--- src/rtl/mmio_bridge.sv ---
// Bridge from a core load/store port onto a memory-mapped output window.
// Each accepted request is checked, issued for one cycle, then answered until the core takes it.
module mmio_bridge #(
    parameter logic [31:0] OUTPUT_BASE = 32'hFFFF_0000,
    parameter logic [31:0] OUTPUT_SPAN = 32'h0000_0100
) (
    input  logic        clk,
    input  logic        rst_n,
    input  logic        req_valid,
    output logic        req_ready,
    input  logic        req_write,
    input  logic [31:0] req_addr,
    input  logic [31:0] req_wdata,
    input  logic [1:0]  req_size,
    output logic        rsp_valid,
    input  logic        rsp_ready,
    output logic [31:0] rsp_rdata,
    output logic        rsp_error,
    output logic [31:0] output_address,
    output logic [31:0] output_in,
    output logic [1:0]  output_size,
    output logic        output_write_enable,
    input  logic [31:0] output_out,
    output logic [15:0] err_count
);

    typedef enum logic [1:0] {IDLE, ISSUE, RESP} state_t;

    state_t      state;
    state_t      next_state;
    logic        cap_write;
    logic        accept;
    logic        in_window;
    logic        misaligned;
    logic        req_error;
    logic [32:0] win_lo;
    logic [32:0] win_hi;

    function automatic logic [31:0] size_mask(input logic [1:0] size);
        case (size)
            2'd0:    return 32'h0000_00FF;
            2'd1:    return 32'h0000_FFFF;
            default: return 32'hFFFF_FFFF;
        endcase
    endfunction

    assign accept = req_valid && req_ready;

    // Window bounds are computed 33 bits wide so a window touching the top of memory cannot wrap.
    always_comb begin
        win_lo    = {1'b0, OUTPUT_BASE};
        win_hi    = win_lo + {1'b0, OUTPUT_SPAN};
        in_window = ({1'b0, req_addr} >= win_lo) && ({1'b0, req_addr} < win_hi);
        case (req_size)
            2'd1:    misaligned = req_addr[0];
            2'd2:    misaligned = (req_addr[1:0] != 2'b00);
            2'd3:    misaligned = 1'b1;
            default: misaligned = 1'b0;
        endcase
        req_error = !in_window || misaligned;
    end

    always_ff @(posedge clk or negedge rst_n) begin
        if (!rst_n) begin
            state <= IDLE;
        end else begin
            state <= next_state;
        end
    end

    always_comb begin
        next_state = state;
        case (state)
            IDLE:    if (accept) next_state = req_error ? RESP : ISSUE;
            ISSUE:   next_state = RESP;
            RESP:    if (rsp_ready) next_state = IDLE;
            default: next_state = IDLE;
        endcase
    end

    always_comb begin
        req_ready           = (state == IDLE);
        rsp_valid           = (state == RESP);
        output_write_enable = (state == ISSUE) && cap_write;
    end

    // Load data is taken from the output map on the edge that leaves ISSUE.
    always_ff @(posedge clk or negedge rst_n) begin
        if (!rst_n) begin
            cap_write      <= 1'b0;
            output_address <= '0;
            output_in      <= '0;
            output_size    <= '0;
            rsp_rdata      <= '0;
            rsp_error      <= 1'b0;
            err_count      <= '0;
        end else if (accept) begin
            cap_write      <= req_write;
            output_address <= req_addr - OUTPUT_BASE;
            output_in      <= req_wdata & size_mask(req_size);
            output_size    <= req_size;
            rsp_rdata      <= '0;
            rsp_error      <= req_error;
            if (req_error && (err_count != 16'hFFFF)) begin
                err_count <= err_count + 16'd1;
            end
        end else if (state == ISSUE) begin
            rsp_rdata <= cap_write ? 32'h0
                       : ((output_out >> {output_address[1:0], 3'b000}) & size_mask(output_size));
        end
    end

endmodule

--- config.mk ---
export PLATFORM = sky130hd
export DESIGN_NAME = mmio_bridge
export DESIGN_NICKNAME = d
export VERILOG_FILES = /design/src/rtl/mmio_bridge.sv
export SDC_FILE = /design/constraint.sdc
export NUM_CORES = 1
export LEC_CHECK = 0
export BUFFER_PORTS_ARGS = -buffer_cell sky130_fd_sc_hd__buf_2
export CAP_MARGIN = 20
export CORE_ASPECT_RATIO = 1.75
export CORE_MARGIN = 5
export CORE_UTILIZATION = 50
export DETAILED_ROUTE_END_ITERATION = 8
export PLACE_DENSITY = 0.83
export SYNTH_ARGS = -nofsm -noshare
export SYNTH_HDL_FRONTEND = slang
export SYNTH_SLANG_ARGS = --single-unit
--- constraint.sdc ---
create_clock -name clk -period 2.8 [get_ports clk]
set_input_delay 0.56 -clock clk [delete_from_list [all_inputs] [get_ports clk]]
set_output_delay 0.56 -clock clk [all_outputs]
set_load 0.02 [all_outputs]
==> run_summary.xml <==
<?xml version="1.0" encoding="UTF-8"?>
<metrics>
  <group name="placement">
    <metric name="dp.final_hpwl" unit="um">12030</metric>
    <metric name="placement.io_buffers" unit="">220</metric>
    <metric name="routabilityCongestion" unit="">1.000</metric>
    <metric name="placed_cell_area" unit="um^2">6544</metric>
  </group>
  <group name="clock_network">
    <metric name="clock-root-buffer" unit="">clkbuf_16</metric>
    <metric name="postCtsSetupBuffers" unit="">0</metric>
    <metric name="max_root_sink_buffers" unit="">2</metric>
    <metric name="cts_sinks" unit="">118</metric>
    <metric name="postCtsResizedCells" unit="">0</metric>
    <metric name="quantity_of_hold_fixing_buffers_added_after_cts" unit="">0</metric>
    <metric name="clk-insertion-delay-late" unit="ns">0.40</metric>
    <metric name="h-tree-depth" unit="">4</metric>
    <metric name="tritoncts" unit="">built</metric>
    <metric name="worst_setup_hold_path_clk_slew" unit="ns">0.05</metric>
    <metric name="cts-buffers-inserted" unit="">17</metric>
  </group>
  <group name="floorplanning">
    <metric name="num_rows" unit="">49</metric>
    <metric name="die_area" unit="um^2">12850</metric>
    <metric name="die_width" unit="um">87.88</metric>
    <metric name="initial_utilization" unit="%">51.21</metric>
    <metric name="ios" unit="">221</metric>
    <metric name="core_area" unit="um^2">10360</metric>
    <metric name="dieHeight" unit="um">146.3</metric>
  </group>
  <group name="synthesis">
    <metric name="number_of_synthesized_register_bits" unit="">118</metric>
    <metric name="synth_adder_area_share" unit="%">0.4716</metric>
    <metric name="synthesized_netlist_net_count" unit="">659</metric>
    <metric name="portion_of_the_post_synthesis_area_used_by_sequential_elements" unit="%">55.65</metric>
    <metric name="yosys_cell_types" unit="">41</metric>
    <metric name="synthXorXnorAreaFrac" unit="%">4.787</metric>
    <metric name="synthMuxAreaShare" unit="%">3.230</metric>
    <metric name="synth.largest_area_cell" unit="">dfrtp_1</metric>
    <metric name="synth_top_family_by_area" unit="">simple AND/OR/NAND/NOR gates</metric>
    <metric name="netlist_top_cells_count" unit="">181 x nand2_1, 118 x dfrtp_1, 34 x nand3_1</metric>
    <metric name="syn_avg_cell_area" unit="um^2">9.578</metric>
    <metric name="synthFlopType" unit="">dfrtp_1</metric>
    <metric name="synth.yosys.warnings" unit="">0</metric>
    <metric name="synthDominantCellAreaShare" unit="%">55.65</metric>
    <metric name="post_synth_main_area_contributors" unit="">dfrtp_1 56%, nand2_1 13%, xnor2_1 3.3%</metric>
    <metric name="yosysMostFrequentCell" unit="">nand2_1</metric>
    <metric name="synth-edff-count" unit="">0</metric>
    <metric name="synth-async-reset-ratio" unit="%">100.0</metric>
    <metric name="yosys.area_share.simple" unit="%">24.05</metric>
    <metric name="synth-compound-area-share" unit="%">9.267</metric>
    <metric name="syn-instance-count" unit="">554</metric>
    <metric name="syn_area" unit="um^2">5306</metric>
  </group>
  <group name="pwr">
    <metric name="worst_ir_drop_vdd" unit="uV">476.6</metric>
    <metric name="cellPowerDensity" unit="nW/um^2">781.8</metric>
    <metric name="static-leakage-power" unit="nW">3.846</metric>
  </group>
  <group name="setup_path">
    <metric name="cpLargestDelayFamily" unit="">simple AND/OR/NAND/NOR gates</metric>
    <metric name="critical_path.n_buffers_inverters" unit="">1</metric>
    <metric name="nature_of_the_critical_path_startpoint" unit="">register</metric>
    <metric name="reg2reg_from" unit="">err_count[0]</metric>
    <metric name="timing.setup.critical_path_class" unit="">register to register</metric>
    <metric name="worstPathCellList" unit="">ha_1, inv_1, nor4_1, nand2_2, nand3_2, mux2_1</metric>
    <metric name="crit_path_max_fanout" unit="">10</metric>
    <metric name="worst_setup_path_startpoint" unit="">err_count[0]</metric>
    <metric name="timing.critical_path.arrival" unit="ns">2.46</metric>
    <metric name="timing.critical_path.slowest_cell_delay" unit="ns">0.51</metric>
    <metric name="slowest_cell_on_the_critical_path" unit="">nor4_1</metric>
    <metric name="timing.critical_path.required" unit="ns">3.08</metric>
    <metric name="sort_of_element_at_the_end_of_the_critical_path" unit="">register</metric>
  </group>
  <group name="sta">
    <metric name="worstMarginPinSlew" unit="ns">0.8221</metric>
    <metric name="worst_clock_skew" unit="ns">0.01280</metric>
    <metric name="hold_vio_cnt_final" unit="">0</metric>
    <metric name="period_share" unit="%">77.91</metric>
    <metric name="slew_headroom" unit="%">44.95</metric>
    <metric name="unrepaired_setup_endpoints_after_global_routing" unit="">false</metric>
    <metric name="fin_tns_setup" unit="ns">0</metric>
    <metric name="minimum_clock_period" unit="ns">2.181</metric>
    <metric name="timing.final.setup_violations" unit="">0</metric>
    <metric name="timing.final.max_slew_violations" unit="">0</metric>
    <metric name="whs" unit="ns">0.08358</metric>
    <metric name="fmaxAchievable" unit="MHz">458.4</metric>
  </group>
  <group name="global_routing">
    <metric name="grt_pass1_vias" unit="">5305</metric>
    <metric name="grt_pass1_wl" unit="um">25590</metric>
    <metric name="gr-usage-all-layers" unit="%">25.13</metric>
    <metric name="grt_antenna_before_repair" unit="">1</metric>
    <metric name="grt_max_degree" unit="">65</metric>
    <metric name="grt_overflow_total" unit="">0</metric>
  </group>
  <group name="detailed_routing">
    <metric name="drt_drc_violations_left" unit="">0</metric>
    <metric name="routed_via_density" unit="">5.562</metric>
    <metric name="drt_pass1_iterations" unit="">5</metric>
    <metric name="routed-via-count" unit="">5084</metric>
    <metric name="drt-initial-drc-count" unit="">234</metric>
    <metric name="routed_wl" unit="um">16000</metric>
    <metric name="antenna_violating_nets_post_route" unit="">0</metric>
    <metric name="drt-wirelength-per-cell" unit="um">17.50</metric>
  </group>
  <group name="layout">
    <metric name="design_area" unit="um^2">7118</metric>
    <metric name="layout.filler_cells" unit="">799</metric>
    <metric name="drive_gt1_share" unit="%">34.35</metric>
    <metric name="syn2layout_area_growth" unit="%">34.14</metric>
    <metric name="nets" unit="">879</metric>
  </group>
  <group name="run_status">
    <metric name="status" unit="">finished, final reports clean</metric>
  </group>
  <group name="run">
    <metric name="number_of_maximum_capacitance_constraint_violations" unit="">0</metric>
  </group>
  <group name="worst_hold_path">
    <metric name="type_of_the_worst_min_delay_path" unit="">primary input to async pin</metric>
  </group>
</metrics>
==> metal layers <==
layer	share of wire [%]	GRT usage [%]	routed length [um]	vias up
li1	-	-	-	2318
met5	0	0	0	-
met1	34	27.29	5360	2423
met3	8.9	5.468	1431	53
met4	4.3	13.21	682	0
met2	53	44.26	8525	290
==> layout make-up <==
class | count | area [um^2] | area share [%]
diodes | 1 | 2.502 | 0.03516
clock buffers | 24 | 501.7 | 7.049
clock inverters | 7 | 70.07 | 0.9844
inverters | 1 | 3.754 | 0.05273
multi-input cells | 405 | 2230 | 31.32
flip-flops and latches | 118 | 2953 | 41.48
well taps | 127 | 158.9 | 2.232
repair buffers | 231 | 1199 | 16.84
==> state kept, by name, summed over array words and instances (netlist names) <==
register and count:
cap_write 1, rsp_rdata 32, state 2, output_in 32, err_count 16, output_size 2, rsp_error 1, output_address 32
==> where the power goes <==
part           switching [mW]  total, mW  internal, mW
Combinational           0.876       1.34         0.465
Clock                   0.720       2.05          1.33
Sequential              0.215       2.18          1.96
==> logic make-up after synthesis <==
group / Yosys count
xor gates and xnor gates: 29
adders and majority gates: 2
AOI/OAI and AO/OA: 70
DFF: 118
buffers and inverters: 31
muxes: 17
and+or+nand+nor: 287
==> worst paths after layout <==
path | to | slack (ns) | cells after the start
max in group asynchronous | err_count[8] | 2.01 | 2
min | rsp_rdata[24] | 0.08 | 1
min reg2reg | output_in[26] | 0.46 | 2
min in group clk | output_in[1] | 0.35 | 3
max reg2reg | err_count[1] | 0.62 | 6
max | err_count[1] | 0.62 | 6
==> cell usage in the layout (no fill, tap or decap), types with 10 or more instances in the layout <==
cell type,count
clkbuf_16,17
dfrtp_1,118
mux2i_1,16
and3_1,10
nand3_1,34
xnor2_1,20
nor2b_1,10
nor2_1,17
a22o_1,16
nand2_1,180
buf_2,219
buf_4,11
o21ai_0,29
nand4_1,12
==> per-stage QoR <==
step	setup WS (ns)	cells	power, mW	utilization, %
final	0.6186	914	5.565	68.70
after detailed placement	0.3554	882	3.528	63.16
after global placement	0.4312	882	3.480	63.16
after CTS	0.6437	913	5.599	68.68
after floorplan	0.5135	554	2.958	-
after global routing	0.5106	914	5.826	68.70
Note: power is estimated with default switching activity, not from simulation.
